[src/rtl/sd_arbiter_if.sv]
// ---------------------------------------------------------------------------
// sd_arbiter_if
//   IO-block side of the SD-card emulation channel, shared between
//   sd_arbiter (master) and the MiST IO block (slave).
//
//   sd_lba          master->slave  32  sector address
//   sd_rd, sd_wr    master->slave   2  per-drive read/write request bits
//   sd_ack          slave->master   1  high while the sector is serviced
//   sd_dout_strobe  slave->master   1  buffer byte IO->core valid
//   sd_din_strobe   slave->master   1  core must present the write byte
//   sd_din          master->slave   8  write byte from the granted client
// ---------------------------------------------------------------------------
interface sd_arbiter_if;
  logic [31:0] sd_lba;
  logic [1:0]  sd_rd;
  logic [1:0]  sd_wr;
  logic        sd_ack;
  logic        sd_dout_strobe;
  logic        sd_din_strobe;
  logic [7:0]  sd_din;

  modport master (
    output sd_lba, sd_rd, sd_wr, sd_din,
    input  sd_ack, sd_dout_strobe, sd_din_strobe
  );

  modport slave (
    input  sd_lba, sd_rd, sd_wr, sd_din,
    output sd_ack, sd_dout_strobe, sd_din_strobe
  );
endinterface

[src/rtl/sd_arbiter.sv]
// ---------------------------------------------------------------------------
// sd_arbiter
//   Shares the single SD-card emulation channel of the IO block between two
//   sector clients (0 = ACSI hard disk, 1 = floppy). One-cycle read/write
//   requests are latched per client, granted round-robin and issued one
//   sector at a time over the sd_rd/sd_wr/sd_ack handshake. Buffer strobes
//   and write data are routed only to/from the granted client.
//
//   Ports
//     clk_sys, reset          clock, synchronous active-high reset
//     cN_rd, cN_wr            one-cycle request pulses (read wins a tie)
//     cN_lba, cN_drive        sector address / drive, sampled with the pulse
//     cN_busy                 request pending or in service
//     cN_done, cN_err         completion pulse, err = aborted by timeout
//     cN_dout_strobe          IO->core byte valid for client N
//     cN_din_strobe, cN_din   core->IO byte request / byte from client N
//     sd                      IO-block side (sd_arbiter_if.master)
//
//   Build option: define SD_ARB_TIMEOUT_EN to abort a request that stays
//   outstanding for TIMEOUT_CYCLES clk_sys cycles. Without it the FSM waits
//   indefinitely and cN_err is always 0.
// ---------------------------------------------------------------------------
module sd_arbiter #(
  parameter logic [23:0] TIMEOUT_CYCLES = 24'd12000000
) (
  input  logic         clk_sys,
  input  logic         reset,

  input  logic         c0_rd,
  input  logic         c0_wr,
  input  logic [31:0]  c0_lba,
  input  logic         c0_drive,
  output logic         c0_busy,
  output logic         c0_done,
  output logic         c0_err,
  output logic         c0_dout_strobe,
  output logic         c0_din_strobe,
  input  logic [7:0]   c0_din,

  input  logic         c1_rd,
  input  logic         c1_wr,
  input  logic [31:0]  c1_lba,
  input  logic         c1_drive,
  output logic         c1_busy,
  output logic         c1_done,
  output logic         c1_err,
  output logic         c1_dout_strobe,
  output logic         c1_din_strobe,
  input  logic [7:0]   c1_din,

  sd_arbiter_if.master sd
);

  typedef enum logic [1:0] {IDLE, ISSUE, XFER, DONE} state_t;

  state_t      state_q, state_d;
  logic [1:0]  pend_q;
  logic [31:0] lba_q [2];
  logic [1:0]  drive_q;
  logic [1:0]  wr_q;
  logic        last_g_q;
  logic        grant_q;
  logic [31:0] sd_lba_q;
  logic        g_drive_q;
  logic        g_wr_q;

  logic        active;
  logic [1:0]  busy;
  logic [1:0]  take;
  logic        grant_fire;
  logic        pick;
  logic        tmo_hit;
  logic        idle_ok;
  logic        err_q;

  assign active  = (state_q == ISSUE) || (state_q == XFER);
  assign busy[0] = pend_q[0] | ((grant_q == 1'b0) && (state_q != IDLE));
  assign busy[1] = pend_q[1] | ((grant_q == 1'b1) && (state_q != IDLE));
  // A pulse from a client that is already pending or in service is dropped.
  assign take[0] = (c0_rd | c0_wr) & ~busy[0];
  assign take[1] = (c1_rd | c1_wr) & ~busy[1];

  // NOTE: every variable written here gets a default first so no latch is inferred.
  always_comb begin
    state_d    = state_q;
    grant_fire = 1'b0;
    pick       = 1'b0;
    unique case (state_q)
      IDLE: begin
        if ((|pend_q) && idle_ok) begin
          grant_fire = 1'b1;
          // Tie goes to the client that was not served last.
          pick       = (&pend_q) ? ~last_g_q : pend_q[1];
          state_d    = ISSUE;
        end
      end
      ISSUE: begin
        if (tmo_hit)        state_d = DONE;
        else if (sd.sd_ack) state_d = XFER;
      end
      XFER: begin
        if (tmo_hit || !sd.sd_ack) state_d = DONE;
      end
      DONE:    state_d = IDLE;
      default: state_d = IDLE;
    endcase
  end

  // NOTE: sequential state uses non-blocking assignments only.
  always_ff @(posedge clk_sys) begin
    if (reset) begin
      state_q   <= IDLE;
      pend_q    <= 2'b00;
      last_g_q  <= 1'b1;
      grant_q   <= 1'b0;
      sd_lba_q  <= 32'd0;
      g_drive_q <= 1'b0;
      g_wr_q    <= 1'b0;
    end else begin
      state_q <= state_d;
      for (int i = 0; i < 2; i++) begin
        if (take[i]) pend_q[i] <= 1'b1;
      end
      if (grant_fire) begin
        grant_q   <= pick;
        sd_lba_q  <= lba_q[pick];
        g_drive_q <= drive_q[pick];
        g_wr_q    <= wr_q[pick];
      end
      if (state_q == DONE) begin
        pend_q[grant_q] <= 1'b0;
        last_g_q        <= grant_q;
      end
    end
  end

  // NOTE: the per-client request latches have no reset; they are only read
  // while the matching pending flag is set, which reset does clear.
  always_ff @(posedge clk_sys) begin
    if (take[0]) begin
      lba_q[0]   <= c0_lba;
      drive_q[0] <= c0_drive;
      wr_q[0]    <= c0_wr & ~c0_rd;
    end
    if (take[1]) begin
      lba_q[1]   <= c1_lba;
      drive_q[1] <= c1_drive;
      wr_q[1]    <= c1_wr & ~c1_rd;
    end
  end

`ifdef SD_ARB_TIMEOUT_EN
  logic [23:0] tmo_cnt_q;

  assign tmo_hit = active && (tmo_cnt_q == (TIMEOUT_CYCLES - 24'd1));
  // After an abort the IO block may still hold sd_ack; let it settle first.
  assign idle_ok = ~sd.sd_ack;

  always_ff @(posedge clk_sys) begin
    if (reset) begin
      tmo_cnt_q <= 24'd0;
      err_q     <= 1'b0;
    end else begin
      if (grant_fire)  tmo_cnt_q <= 24'd0;
      else if (active) tmo_cnt_q <= tmo_cnt_q + 24'd1;
      if (active && (state_d == DONE)) err_q <= tmo_hit;
    end
  end
`else
  logic unused_timeout_cfg;

  assign tmo_hit            = 1'b0;
  assign idle_ok            = 1'b1;
  assign err_q              = 1'b0;
  assign unused_timeout_cfg = ^TIMEOUT_CYCLES;
`endif

  // IO-block handshake: request bits only while waiting for the ack.
  assign sd.sd_lba = sd_lba_q;
  assign sd.sd_rd  = (state_q == ISSUE && !g_wr_q) ? (2'b01 << g_drive_q) : 2'b00;
  assign sd.sd_wr  = (state_q == ISSUE &&  g_wr_q) ? (2'b01 << g_drive_q) : 2'b00;
  // Routing already in ISSUE: the IO block fetches write byte 0 on the sd_wr edge.
  assign sd.sd_din = active ? (grant_q ? c1_din : c0_din) : 8'h00;

  assign c0_busy        = busy[0];
  assign c1_busy        = busy[1];
  assign c0_done        = (state_q == DONE) && !grant_q;
  assign c1_done        = (state_q == DONE) &&  grant_q;
  assign c0_err         = c0_done & err_q;
  assign c1_err         = c1_done & err_q;
  assign c0_dout_strobe = active && !grant_q && sd.sd_dout_strobe;
  assign c1_dout_strobe = active &&  grant_q && sd.sd_dout_strobe;
  assign c0_din_strobe  = active && !grant_q && sd.sd_din_strobe;
  assign c1_din_strobe  = active &&  grant_q && sd.sd_din_strobe;

endmodule

[src/flat_wrapper.sv]
// flat-port wrapper written by rule: the top's interface ports become plain ports
module sd_arbiter_flat 
#(
  parameter logic [23:0] TIMEOUT_CYCLES = 24'd12000000
)
  (clk_sys, reset, c0_rd, c0_wr, c0_lba, c0_drive, c0_busy, c0_done, c0_err, c0_dout_strobe, c0_din_strobe, c0_din, c1_rd, c1_wr, c1_lba, c1_drive, c1_busy, c1_done, c1_err, c1_dout_strobe, c1_din_strobe, c1_din, sd_sd_lba, sd_sd_rd, sd_sd_wr, sd_sd_din, sd_sd_ack, sd_sd_dout_strobe, sd_sd_din_strobe);
  sd_arbiter_if sd_i ();
  input  logic clk_sys;
  input  logic reset;
  input  logic c0_rd;
  input  logic c0_wr;
  input  logic [31:0] c0_lba;
  input  logic c0_drive;
  output logic c0_busy;
  output logic c0_done;
  output logic c0_err;
  output logic c0_dout_strobe;
  output logic c0_din_strobe;
  input  logic [7:0] c0_din;
  input  logic c1_rd;
  input  logic c1_wr;
  input  logic [31:0] c1_lba;
  input  logic c1_drive;
  output logic c1_busy;
  output logic c1_done;
  output logic c1_err;
  output logic c1_dout_strobe;
  output logic c1_din_strobe;
  input  logic [7:0] c1_din;
  output wire logic [$bits(sd_i.sd_lba)-1:0] sd_sd_lba;
  output wire logic [$bits(sd_i.sd_rd)-1:0] sd_sd_rd;
  output wire logic [$bits(sd_i.sd_wr)-1:0] sd_sd_wr;
  output wire logic [$bits(sd_i.sd_din)-1:0] sd_sd_din;
  input wire logic [$bits(sd_i.sd_ack)-1:0] sd_sd_ack;
  input wire logic [$bits(sd_i.sd_dout_strobe)-1:0] sd_sd_dout_strobe;
  input wire logic [$bits(sd_i.sd_din_strobe)-1:0] sd_sd_din_strobe;
  assign sd_sd_lba = sd_i.sd_lba;
  assign sd_sd_rd = sd_i.sd_rd;
  assign sd_sd_wr = sd_i.sd_wr;
  assign sd_sd_din = sd_i.sd_din;
  assign sd_i.sd_ack = sd_sd_ack;
  assign sd_i.sd_dout_strobe = sd_sd_dout_strobe;
  assign sd_i.sd_din_strobe = sd_sd_din_strobe;
  sd_arbiter #(.TIMEOUT_CYCLES(TIMEOUT_CYCLES)) u_core (.clk_sys(clk_sys), .reset(reset), .c0_rd(c0_rd), .c0_wr(c0_wr), .c0_lba(c0_lba), .c0_drive(c0_drive), .c0_busy(c0_busy), .c0_done(c0_done), .c0_err(c0_err), .c0_dout_strobe(c0_dout_strobe), .c0_din_strobe(c0_din_strobe), .c0_din(c0_din), .c1_rd(c1_rd), .c1_wr(c1_wr), .c1_lba(c1_lba), .c1_drive(c1_drive), .c1_busy(c1_busy), .c1_done(c1_done), .c1_err(c1_err), .c1_dout_strobe(c1_dout_strobe), .c1_din_strobe(c1_din_strobe), .c1_din(c1_din), .sd(sd_i));
endmodule
[config.mk]
export PLATFORM = sky130hd
export DESIGN_NAME = sd_arbiter_flat
export DESIGN_NICKNAME = d
export VERILOG_FILES = /design/src/rtl/sd_arbiter_if.sv /design/src/rtl/sd_arbiter.sv /design/src/flat_wrapper.sv
export SDC_FILE = /design/constraint.sdc
export NUM_CORES = 1
export LEC_CHECK = 0
export CORE_UTILIZATION = 45
export CTS_BUF_LIST = sky130_fd_sc_hd__clkbuf_16
export CTS_CLUSTER_SIZE = 12
export DETAILED_ROUTE_END_ITERATION = 12
export DONT_BUFFER_PORTS = 1
export PLACE_DENSITY = 0.71
export SETUP_SLACK_MARGIN = 0.05
export SLEW_MARGIN = 10
export SYNTH_ARGS = -nofsm -noshare
export SYNTH_HDL_FRONTEND = slang
export SYNTH_SLANG_ARGS = --single-unit
[constraint.sdc]
create_clock -name clk_sys -period 5.53 [get_ports clk_sys]
set_input_delay 0.553 -clock clk_sys [delete_from_list [all_inputs] [get_ports clk_sys]]
set_output_delay 0.553 -clock clk_sys [all_outputs]
set_load 0.01 [all_outputs]
## After elaboration in Yosys (flattened, before gate mapping)

Memories as Yosys holds them, arrays and structs flattened. A register that Yosys moved wholly into a read port is not among the register bits.
Index checks and enable logic that the tools add are counted.

| word-level totals | value |
|---|---|
| flip-flop bits (word level) | 12 |
| memory bits (writable) | 64 |
| input port bits | 91 |
| output and inout bits | 54 |
| memories kept | 1 |

Memory list:

| memory | words | bits a word | rd ports | clocked after memory_dff | wr ports | RTL line | source |
|---|---|---|---|---|---|---|---|
| u_core.lba_q | 2 | 32 | 1 | 1 | 2 | sd_arbiter.sv:58 | `logic [31:0] lba_q [2];` |

| cells by class | value |
|---|---|
| order comparisons | 3 |
| eq/ne operators | 6 |
| shifts and indexed selects | 1 |
| mux-type cells | 28 |
| bitwise operators | 16 |
| reduce and logical (&&, ||, !) cells | 21 |

Operators with widths:

| kind | count |
|---|---|
| $mux 1 | 18 |
| $mux 8 | 2 |
| $logic_and 1x1->1 | 13 |
| $mux 2 | 6 |
| $pmux 2 s4 | 1 |
| $not 1->1 | 6 |
| $and 1x1->1 | 4 |
| $eq 2x2->1 const B | 2 |
| $lt 1x2->1 const B | 2 |
| $ne 2x2->1 const B | 2 |
| $or 1x1->1 | 4 |
| $reduce_and 3->1 | 1 |
| $and 2x2->2 | 1 |
| $eq 2x1->1 const B | 1 |
| $logic_not 1->1 | 2 |
| $logic_not 2->1 | 1 |
| $ne 2x1->1 const B | 1 |
| $not 2->2 | 1 |
| $reduce_and 2->1 | 1 |
| $reduce_bool 2->1 | 1 |
| $reduce_or 2->1 | 1 |
| $shl 1x1->2 const A | 1 |
| $demux 1 s1 | 1 |
| $ge 1x1->1 const B | 1 |
| $logic_or 1x1->1 | 1 |

## Longest topological paths before layout

Gate-level depths: netlist of run 1.

| logic depth | value |
|---|---|
| depth in word-level cells | 9 |
| depth in mapped cells | 6 |
| mapped depth without buffers | 5 |

## Worst setup path after synthesis of run 1

No wires, ideal clock.

| path | value |
|---|---|
| kind | reg2reg |
| from | reg u_core.state_q[0] |
| to | reg u_core.drive_q[1], enable pin |
| setup time | 0.480 ns |
| arrival | 3.585 ns |
| data required time | 5.050 ns |
| path slack | 1.465 ns |
| stages on the path, launching flop included | 6 |
| cells stage by stage | dfxtp_1 > inv_1 > ha_1 > inv_1 > clkbuf_1 > a211oi_1 |

| between the ends | value |
|---|---|
| word-level cells in the longest chain between the ends | 5 |

Ends and longest elaborated chain:

| element | RTL line | source |
|---|---|---|
| start, declared | sd_arbiter.sv:56 | `state_t state_q, state_d;` |
| start signal, assigned | sd_arbiter.sv:120 | `state_q <= state_d;` |
| $reduce_bool 2->1 | sd_arbiter.sv:78 | `assign busy[1] = pend_q[1] \| ((grant_q == 1'b1) && (state_q != IDLE));` |
| $logic_and 1x1->1 | sd_arbiter.sv:78 |  |
| $or 1x1->1 | sd_arbiter.sv:78 |  |
| $not 1->1 | sd_arbiter.sv:81 | `assign take[1] = (c1_rd \| c1_wr) & ~busy[1];` |
| $and 1x1->1 | sd_arbiter.sv:81 |  |
| net u_core.take[1] | sd_arbiter.sv:69 | `logic [1:0] take;` |
| end signal, assigned | sd_arbiter.sv:147 | `drive_q[1] <= c1_drive;` |
| end, declared | sd_arbiter.sv:59 | `logic [1:0] drive_q;` |

The timed path passes the listed nets, and every way through them passes these cells.
A chain may end at the register's enable or synchronous reset.

## Worst setup path in the final report of run 1

| path | value |
|---|---|
| from | reg u_core.state_q[0] |
| to | reg u_core.wr_q[1], enable pin |

| between the ends | value |
|---|---|
| word-level cells in the longest chain between the ends | 5 |

Ends and longest elaborated chain:

| element | RTL line | source |
|---|---|---|
| $reduce_bool 2->1 | sd_arbiter.sv:78 |  |
| $logic_and 1x1->1 | sd_arbiter.sv:78 |  |
| $or 1x1->1 | sd_arbiter.sv:78 |  |
| $not 1->1 | sd_arbiter.sv:81 |  |
| $and 1x1->1 | sd_arbiter.sv:81 |  |
| net u_core.take[1] | sd_arbiter.sv:69 |  |
| end signal, assigned | sd_arbiter.sv:148 | `wr_q[1] <= c1_wr & ~c1_rd;` |
| end, declared | sd_arbiter.sv:60 | `logic [1:0] wr_q;` |

The timed path passes the listed nets, and every way through them passes these cells.

==> metrics.yaml, run 1 <==
cells_and_area:
  stdcell_count: 458
  final_layout_size_suffix_gt1_share_pct: 6.99
  antenna_cells: 0
  fin_nets: 419
  syn_to_final_growth_pct: 9.22
hold_path:
  hold_start: "reset"
  min_path_type: "in -> reg"
  holdPathStages: 1
  hold_end: "u_core.sd.sd_lba[28]"
setup_path:
  crit_path_start_kind: "flop"
  reg2reg_to: "u_core.wr_q[1]"
  reg2reg_depth: 5
  crit_path_max_fanout: 36
  cp.arrival_ns: 2.98
  r2r_start: "u_core.state_q[0]"
  critPathKind: "reg -> reg"
  endpoint_kind: "flop"
  required_ns: 5.55
  ff2ff_setup_slack_ns: 2.57
clocking:
  cts_setup_buffers: 0
  cts_tree: "built"
  cts.repair.resized: 0
  clockBufferDepth: 2
  clk_pin_slew_ns: 0.07
  clock-sinks: 108
  htree_num_levels: 3
  cts_root_buf: "clkbuf_16"
  insertion_delay_ns: 0.34
  holdBufCountCts: 0
  numCtsBuffers: 9
synthesis:
  synth_area_leaders: "edfxtp_1 48%, dfxtp_1 19%, a2111oi_0 8.0%, a211oi_1 3.5%, inv_1 3.4%"
  syn_area_sq_um: 4270
  yosysTopAreaCell: "edfxtp_1"
  synth_seq_area_share_pct: 66.5
  synthDistinctLibCells: 31
  synth_warnings: 0
  synth_cells: 337
  yosysTopAreaCellShare_pct: 47.8
  avgSynthCellArea_sq_um: 12.7
  yosys_register_bits: 108
sta:
  relSlewSlack_pct: 23.0
  slew_violations: 0
  fmax_mhz: 338
  tightest_slew_ns: 1.15
  setup_viol: 0
  period_share_pct: 53.5
  setup_tns_ns: 0
  finalClockSkew_ns: 0.00736
  fin_crit_ns: 2.96
  rsz0062_at_grt: "false"
  finalHoldViolCount: 0
die:
  row_count: 35
  die-area_sq_um: 9890
  die_y_um: 99.4
  design.core.area_sq_um: 9240
  initial_core_util_pct: 46.2
  io_pins: 145
  fp.dieW_um: 99.4
power:
  peakVddDrop_mv: 0.310
  p_per_area_nw_per_um2: 567
  p_leak_nw: 1.67
route:
  vias: 2641
  post-route-drc-count: 0
  via_per_inst: 5.77
  drt-total-wl_mm: 8.98
  drt_iter0_drc: 151
  antenna_left: 0
  first_pass_iters: 4
  wl_per_cell_um: 19.6
place:
  gp_congestion: 0.822
  dp_cells: 442
  dpl.hpwl_mm: 5.82
  port_buffers: 0
global_route:
  grt_use_total_pct: 18.5
  grt_pass1_wl_mm: 13.5
  grt_max_degree: 37
  gr-total-overflow: 0
  grt_pass1_vias: 2477
  antenna_found_initial: 0
job:
  drv.max_cap_violation_count: 0
run_status:
  status: "finished clean"
-- cell usage after synthesis --
master	number
edfxtp_1	68
dfxtp_1	40
a2111oi_0	39
inv_1	39
nor2_1	24
a211oi_1	20
o21ai_0	20
clkbuf_1	19
nor2b_1	13
a2111oi_1	10
mux2i_1	9
nand2_1	5
and3_1	4
ha_1	4
buf_2	3
o21a_1	3
buf_4	2
buf_6	2
a21o_1	1
a221oi_1	1
and2_1	1
and3b_1	1
buf_1	1
clkbuf_2	1
conb_1	1
nand2_2	1
nor3b_1	1
o211a_1	1
o21a_2	1
o21bai_1	1
or3_1	1
-- flip-flops by register name, summed over array words and instances (netlist names) --
name,flops
u_core.lba_q,64
u_core.sd.sd_lba,32
u_core.drive_q,2
u_core.pend_q,2
u_core.state_q,2
u_core.wr_q,2
u_core.g_drive_q,1
u_core.g_wr_q,1
u_core.grant_q,1
u_core.last_g_q,1
-- power breakdown --
part | leakage, nW | internal (mW) | total [mW] | switching, mW
Combinational | 0.528 | 0.192 | 0.662 | 0.470
Sequential | 0.990 | 1.15 | 1.33 | 0.184
Clock | 0.152 | 0.359 | 0.652 | 0.293
-- routing by layer --
metal / track usage (%) / vias to the layer above / part of all wire, %
li1: - / 1237 / -
met1: 21.8 / 1274 / 40
met2: 31.1 / 115 / 51
met3: 6.68 / 15 / 7.7
met4: 6.56 / 0 / 1.5
met5: 0 / - / 0
-- kinds of logic (layout without fill, tap and decap cells) --
family,count (synthesis),in the layout,synth area share (%)
adder cells (fa/ha/maj),4,4,1.17
other,1,2,0.0878
flip-flops,108,108,66.5
AND/OR/NAND/NOR,51,51,5.86
AO/OA/AOI/OAI,97,97,17.7
multiplexers,9,9,2.11
buffers and inverters,67,58,6.53
-- cells in the final DEF (no fill, tap or decap), types with 3 or more instances in the layout --
master | Yosys | layout
and3_1 | 4 | 4
nor2_1 | 24 | 22
dfxtp_1 | 40 | 40
nor2b_1 | 13 | 13
mux2i_1 | 9 | 9
a2111oi_1 | 10 | 10
o21a_1 | 3 | 3
nand2_1 | 5 | 5
edfxtp_1 | 68 | 68
a2111oi_0 | 39 | 39
ha_1 | 4 | 4
buf_4 | 2 | 3
clkbuf_16 | 0 | 9
o21ai_0 | 20 | 20
inv_1 | 39 | 40
a211oi_1 | 20 | 19
-- cell type report --
cell class                 count  area, sq um
timing repair buffer           3         22.5
clock buffer                   9          225
fill                         801         4570
clock inverter                 7         86.3
inverter                      39          146
sequential                   108         2840
multi-input combinational    163         1180
tap                          129          161
-- worst max-delay path: stages, from the launching register on --
cell and delay (ns):
dfxtp_1 0.35, inv_1 0.09, ha_1 0.24, inv_1 0.51, a211oi_4 1.02, buf_4 0.42
-- stage by stage --
stage	util (%)	total power [mW]	area, sq um	setup WS (ns)	hold WS, ns
floorplan	-	1.83	4280	1.47	0.454
global placement	47.1	1.98	4350	2.68	0.468
detailed placement	47.1	2.02	4350	2.57	0.481
CTS	50.5	2.67	4660	2.56	0.270
global route	50.5	2.80	4670	2.33	0.258
finish	50.5	2.65	4670	2.57	0.282
-- worst max path at each step --
stage,startpoint,endpoint,slack (ns),cells after the start
finish,u_core.state_q[0],u_core.wr_q[1],2.57,5
global route,u_core.state_q[0],u_core.lba_q[1][26],2.33,5
CTS,u_core.state_q[0],u_core.lba_q[1][22],2.56,5
detailed placement,u_core.state_q[0],u_core.wr_q[1],2.57,5
global placement,u_core.state_q[0],u_core.wr_q[1],2.68,5
floorplan,u_core.state_q[0],u_core.drive_q[1],1.47,5
(Power assumes the default switching activity.)
==> run 2, diff against run 1 <==
Clock period 5.53 ns to 2.8 ns, I/O delays scaled along.
==> metrics.yaml, run 2 (same netlist as run 1, synthesis figures left out) <==
run_status:
  status: "finished clean"
die:
  die-area_sq_um: 9890
  row_count: 35
  fp.dieW_um: 99.4
  design.core.area_sq_um: 9240
  initial_core_util_pct: 46.2
  die_y_um: 99.4
  io_pins: 145
global_route:
  grt_max_degree: 36
  antenna_found_initial: 0
  grt_use_total_pct: 18.1
  grt_pass1_wl_mm: 13.4
  gr-total-overflow: 0
  grt_pass1_vias: 2495
job:
  drv.max_cap_violation_count: 0
route:
  via_per_inst: 5.57
  first_pass_iters: 4
  post-route-drc-count: 0
  drt_iter0_drc: 118
  antenna_left: 0
  wl_per_cell_um: 19.0
  drt-total-wl_mm: 8.79
  vias: 2583
clocking:
  cts_tree: "built"
  insertion_delay_ns: 0.33
  clk_pin_slew_ns: 0.07
  numCtsBuffers: 9
  htree_num_levels: 3
  clock-sinks: 108
  cts_root_buf: "clkbuf_16"
  clockBufferDepth: 2
setup_path:
  cpMostUsedCell: "inv_1"
  cp.arrival_ns: 1.80
  crit_slowest_cell: "dfxtp_1"
  crit_path_cell_trace: "inv_1 -> ha_1 -> inv_1 -> buf_4 -> a21o_1"
  critPathKind: "reg -> out"
  crit_path_max_fanout: 35
  required_ns: 2.52
  critPathMaxStageDelay_ns: 0.39
  endpoint_kind: "primary output"
  crit_path_start_kind: "flop"
power:
  peakVddDrop_mv: 0.568
  p_leak_nw: 1.69
  p_per_area_nw_per_um2: 1100
sta:
  relSlewSlack_pct: 54.5
  slew_violations: 0
  tightest_slew_ns: 0.681
  setup_viol: 0
  rsz0062_at_grt: "false"
  fin_crit_ns: 2.08
  setup_tns_ns: 0
  fmax_mhz: 481
  period_share_pct: 74.3
  worst_slack_ns: 0.719
  finalHoldViolCount: 0
  finalClockSkew_ns: 0.00531
place:
  placed_cell_area_sq_um: 4400
  port_buffers: 0
  place_ws_ns: 0.671
  dpl.hpwl_mm: 5.92
  gp_congestion: 0.732
cells_and_area:
  final_common_cell: "edfxtp_1"
  fillCellCount: 813
  largest_register_ffs: 64
  final_layout_size_suffix_gt1_share_pct: 8.36
  fin_area_sq_um: 4700
  fin_util_pct: 50.8
  final_cell_mix: "68 x edfxtp_1, 40 x inv_1, 40 x dfxtp_1"
  syn_to_final_growth_pct: 9.96
  fin_nets: 425
  antenna_cells: 0
  largest-register: "u_core.lba_q"
hold_path:
  min_path_type: "in -> reg"
run 2: changes by cell type in the layout (fill, tap and decap cells not counted), sizes merged:
cell | before | now
bufinv | 1 | 0
dlygate4sd3 | 0 | 1
buf | 3 | 8
clkinv | 2 | 3
run 2: final cells by class:
cell class | instances | area (sq um) | area share, %
inverter | 39 | 146 | 3.12
timing repair buffer | 9 | 82.6 | 1.76
multi-input combinational | 163 | 1180 | 25.1
clock buffer | 9 | 225 | 4.79
sequential | 108 | 2840 | 60.5
clock inverter | 7 | 62.6 | 1.33
tap | 129 | 161 | 3.44
run 2: routing by layer:
metal	share of wire (%)	up-vias	routed length (um)	global-route usage [%]
li1	-	1249	-	-
met1	40	1228	3560	20.6
met2	50	97	4370	30.1
met3	8.7	9	769	8.36
met4	1.1	0	97	5.88
met5	0	-	0	0
run 2: timing repair:
item | in CTS | in global routing
hold buffers | 0 | 1
endpoints found under the hold margin | 0 | 4
resized for setup | 0 | 0
setup buffers | 0 | 0
setup endpoints to repair | 0 | 0
run 2: stage by stage:
| step | power, mW | instances | hold slack (ns) |
|---|---|---|---|
| after floorplan | 3.62 | 338 | 0.357 |
| after global placement | 3.94 | 447 | 0.360 |
| after detailed placement | 4.03 | 447 | 0.362 |
| after CTS | 5.21 | 463 | 0.00296 |
| after global routing | 5.46 | 464 | 0.000445 |
| final | 5.16 | 464 | 0.0140 |
run 2: where the power goes:
group / total (mW) / internal, mW / switching [mW]
Combinational: 1.36 / 0.426 / 0.935
Sequential: 2.61 / 2.26 / 0.344
Clock: 1.19 / 0.618 / 0.576
run 2: critical path, delay by kind of cell, from the launching register on:
kind                     cells  cell delay (ns)
AO/OA/AOI/OAI                1             0.24
adder cells (fa/ha/maj)      1             0.27
buffers and inverters        3             0.55
flip-flops                   1             0.39
run 2: path summary, 6_finish.rpt:
| path | to | slack (ns) | depth (start not counted) | start |
|---|---|---|---|---|
| min reg2reg | u_core.last_g_q | 0.48 | 2 | u_core.last_g_q |
| min | u_core.sd.sd_lba[21] | 0.01 | 1 | reset |
| max reg2reg | u_core.sd.sd_lba[18] | 0.73 | 4 | u_core.pend_q[1] |
| max | c1_busy | 0.72 | 5 | u_core.state_q[0] |
==> run 3, diff against run 2 <==
Settings changed: ABC_AREA set to 1.
Clock period 2.8 ns to 1.95 ns, I/O delays scaled along.
==> metrics.yaml, run 3 <==
run_status:
  status: "finished clean"
sta:
  finalHoldViolCount: 0
  rsz0062_at_grt: "true"
  worst_slack_ns: 0.114
  fin_crit_ns: 1.84
  finalClockSkew_ns: 0.00600
  fmax_mhz: 545
  setup_tns_ns: 0
  holdWs_ns: 0.0115
  period_share_pct: 94.2
  setup_viol: 0
  slew_violations: 0
global_route:
  grt_pass1_vias: 3338
  antenna_found_initial: 0
  grt_max_degree: 36
  grt_pass1_wl_mm: 16.0
  grt_use_total_pct: 21.0
  gr-total-overflow: 0
setup_path:
  reg2reg_to: "u_core.lba_q[0][0]"
  critPathMaxStageDelay_ns: 0.41
  crit_buf_inv: 2
  crit_slowest_cell: "ha_2"
  reg2reg_depth: 5
  critPathKind: "reg -> out"
  crit_path_max_fanout: 5
  crit_family: "adder cells"
  r2r_start: "u_core.grant_q"
  crit_path_start_kind: "flop"
  required_ns: 1.75
  cp.arrival_ns: 1.64
  crit_path_cell_trace: "inv_1 -> ha_2 -> clkinvlp_4 -> a21oi_2"
  ff2ff_setup_slack_ns: 0.23
  endpoint_kind: "primary output"
hold_path:
  hold_start: "reset"
  hold_end: "u_core.last_g_q"
  min_path_type: "in -> reg"
  holdPathStages: 2
clocking:
  clk_pin_slew_ns: 0.07
  numCtsBuffers: 9
  cts_tree: "built"
  htree_num_levels: 3
  insertion_delay_ns: 0.34
  clockBufferDepth: 2
  clock-sinks: 108
  cts_root_buf: "clkbuf_16"
die:
  fp.dieW_um: 101
  design.core.area_sq_um: 9420
  die_y_um: 101
  row_count: 35
  die-area_sq_um: 10300
  initial_core_util_pct: 47.2
  io_pins: 145
cells_and_area:
  final_cell_mix: "104 x nand2_1, 83 x inv_1, 71 x nand3_1"
  largest-register: "u_core.lba_q"
  ff_latch_area_sq_um: 2840
  syn_to_final_growth_pct: 26.9
  largest_register_ffs: 64
  final_common_cell: "nand2_1"
  antenna_cells: 0
  multi_input_area_sq_um: 1200
  final_layout_size_suffix_gt1_share_pct: 8.79
  fillCellCount: 793
  fin_nets: 636
route:
  first_pass_iters: 4
  drt_iter0_drc: 162
  vias: 3348
  post-route-drc-count: 0
  drt-total-wl_mm: 10.5
  via_per_inst: 4.96
  wl_per_cell_um: 15.6
  antenna_left: 0
synthesis:
  yosys_register_bits: 108
  ys.flop_type: "edfxtp_1"
  synth_warnings: 0
  syn_area_sq_um: 4440
  synth_seq_area_share_pct: 64.0
  synth_cells: 470
  synth_common_cells: "104 x nand2_1, 83 x inv_1, 71 x nand3_1"
  yosysTopAreaCellShare_pct: 45.9
  synth-edff-count: 68
  synth_area_leaders: "edfxtp_1 46%, dfxtp_1 18%, nand2_1 8.8%, nand3_1 8.0%, inv_1 7.0%"
  synthDistinctLibCells: 17
  yosysTopAreaCell: "edfxtp_1"
  synth_most_common_cell: "nand2_1"
  avgSynthCellArea_sq_um: 9.46
  async_flop_share_pct: 0
power:
  p_leak_nw: 2.44
  p_per_area_nw_per_um2: 1430
  peakVddDrop_mv: 0.659
place:
  dpl.hpwl_mm: 6.32
  gp_congestion: 0.832
  port_buffers: 0
  place_ws_ns: 0.253
job:
  drv.max_cap_violation_count: 0
==> run 3: cell count changes after synthesis, sizes merged, moves of 8 or more <==
cell     previous run  this run
a21oi               0        47
a211oi             20         0
nor2b              13         0
nand2               6       106
a2111oi            49         0
inv                39        87
buf                 8        18
nor2               24        16
nand3               0        71
o21ai              20         0
clkbuf             20         4
mux2i               9         0
==> run 3: metrics by stage <==
step | instance area, sq um | power, mW | utilization [%] | std cells
finish | 5640 | 8.06 | 59.9 | 675
global route | 5640 | 8.57 | 59.9 | 675
CTS | 5590 | 7.99 | 59.4 | 673
detailed placement | 4620 | 6.14 | 49.0 | 589
global placement | 4620 | 6.05 | 49.0 | 589
floorplan | 4470 | 5.50 | - | 471
==> run 3: cell type report <==
| class | instances | share of cell area, % |
|---|---|---|
| Clock buffer | 9 | 3.99 |
| Clock inverter | 7 | 1.02 |
| Inverter | 89 | 5.99 |
| Multi-Input combinational cell | 252 | 21.3 |
| Sequential cell | 108 | 50.4 |
| Tap cell | 129 | 2.86 |
| Timing Repair Buffer | 80 | 14.3 |
| Timing Repair inverter | 1 | 0.133 |
==> run 3: how the worst max path moves through the flow <==
stage                     slack [ns]             endpoint  depth (start not counted)              start
after detailed placement        0.25  u_core.lba_q[0][27]                          5     u_core.grant_q
after global placement          0.32   u_core.lba_q[1][5]                          7  u_core.state_q[0]
final                           0.11         sd_sd_din[6]                          4  u_core.state_q[1]
after global routing            0.02         sd_sd_din[6]                          4  u_core.state_q[0]
after floorplan                 0.05    u_core.drive_q[0]                          6  u_core.state_q[0]
after CTS                       0.05         sd_sd_din[4]                          4  u_core.state_q[1]
==> run 3: power breakdown <==
part           internal (mW)  switching, mW
combinational          0.887           1.70
clock                  0.885          0.842
sequential              3.24          0.511
total                   5.01           3.05
==> run 3: repair_timing <==
action / CTS / global route
endpoints found under the setup margin: 1 / 8
endpoints found under the hold margin: 97 / 0
hold buffers: 68 / 0
cloned: 0 / 1
gates resized for setup: 1 / 9
setup buffers: 0 / 1
==> run 3: kinds of logic after synthesis <==
logic type	Yosys count	synth area share, %
adder cells (fa/ha/maj)	4	1.13
buffers and inverters	111	10.3
flip-flops	108	64.0
AO/OA/AOI/OAI	47	5.29
other	1	0.0844
AND/OR/NAND/NOR	199	19.2
==> run 3: metal layers <==
| metal | wire (um) | share of wire [%] | vias up | global-route usage (%) |
|---|---|---|---|---|
| met5 | 0 | 0 | - | 0 |
| met4 | 188 | 1.8 | 0 | 10.6 |
| met3 | 584 | 5.6 | 18 | 4.55 |
| met2 | 5490 | 52 | 110 | 37.3 |
| met1 | 4240 | 40 | 1575 | 23.9 |
| li1 | - | - | 1645 | - |
==> run 3: worst register-to-register path, stage by stage (launching register included) <==
cell	delay (ns)
dfxtp_1	0.44
clkinv_1	0.28
nand2_1	0.16
nand2_1	0.11
a21oi_4	0.14
buf_4	0.28
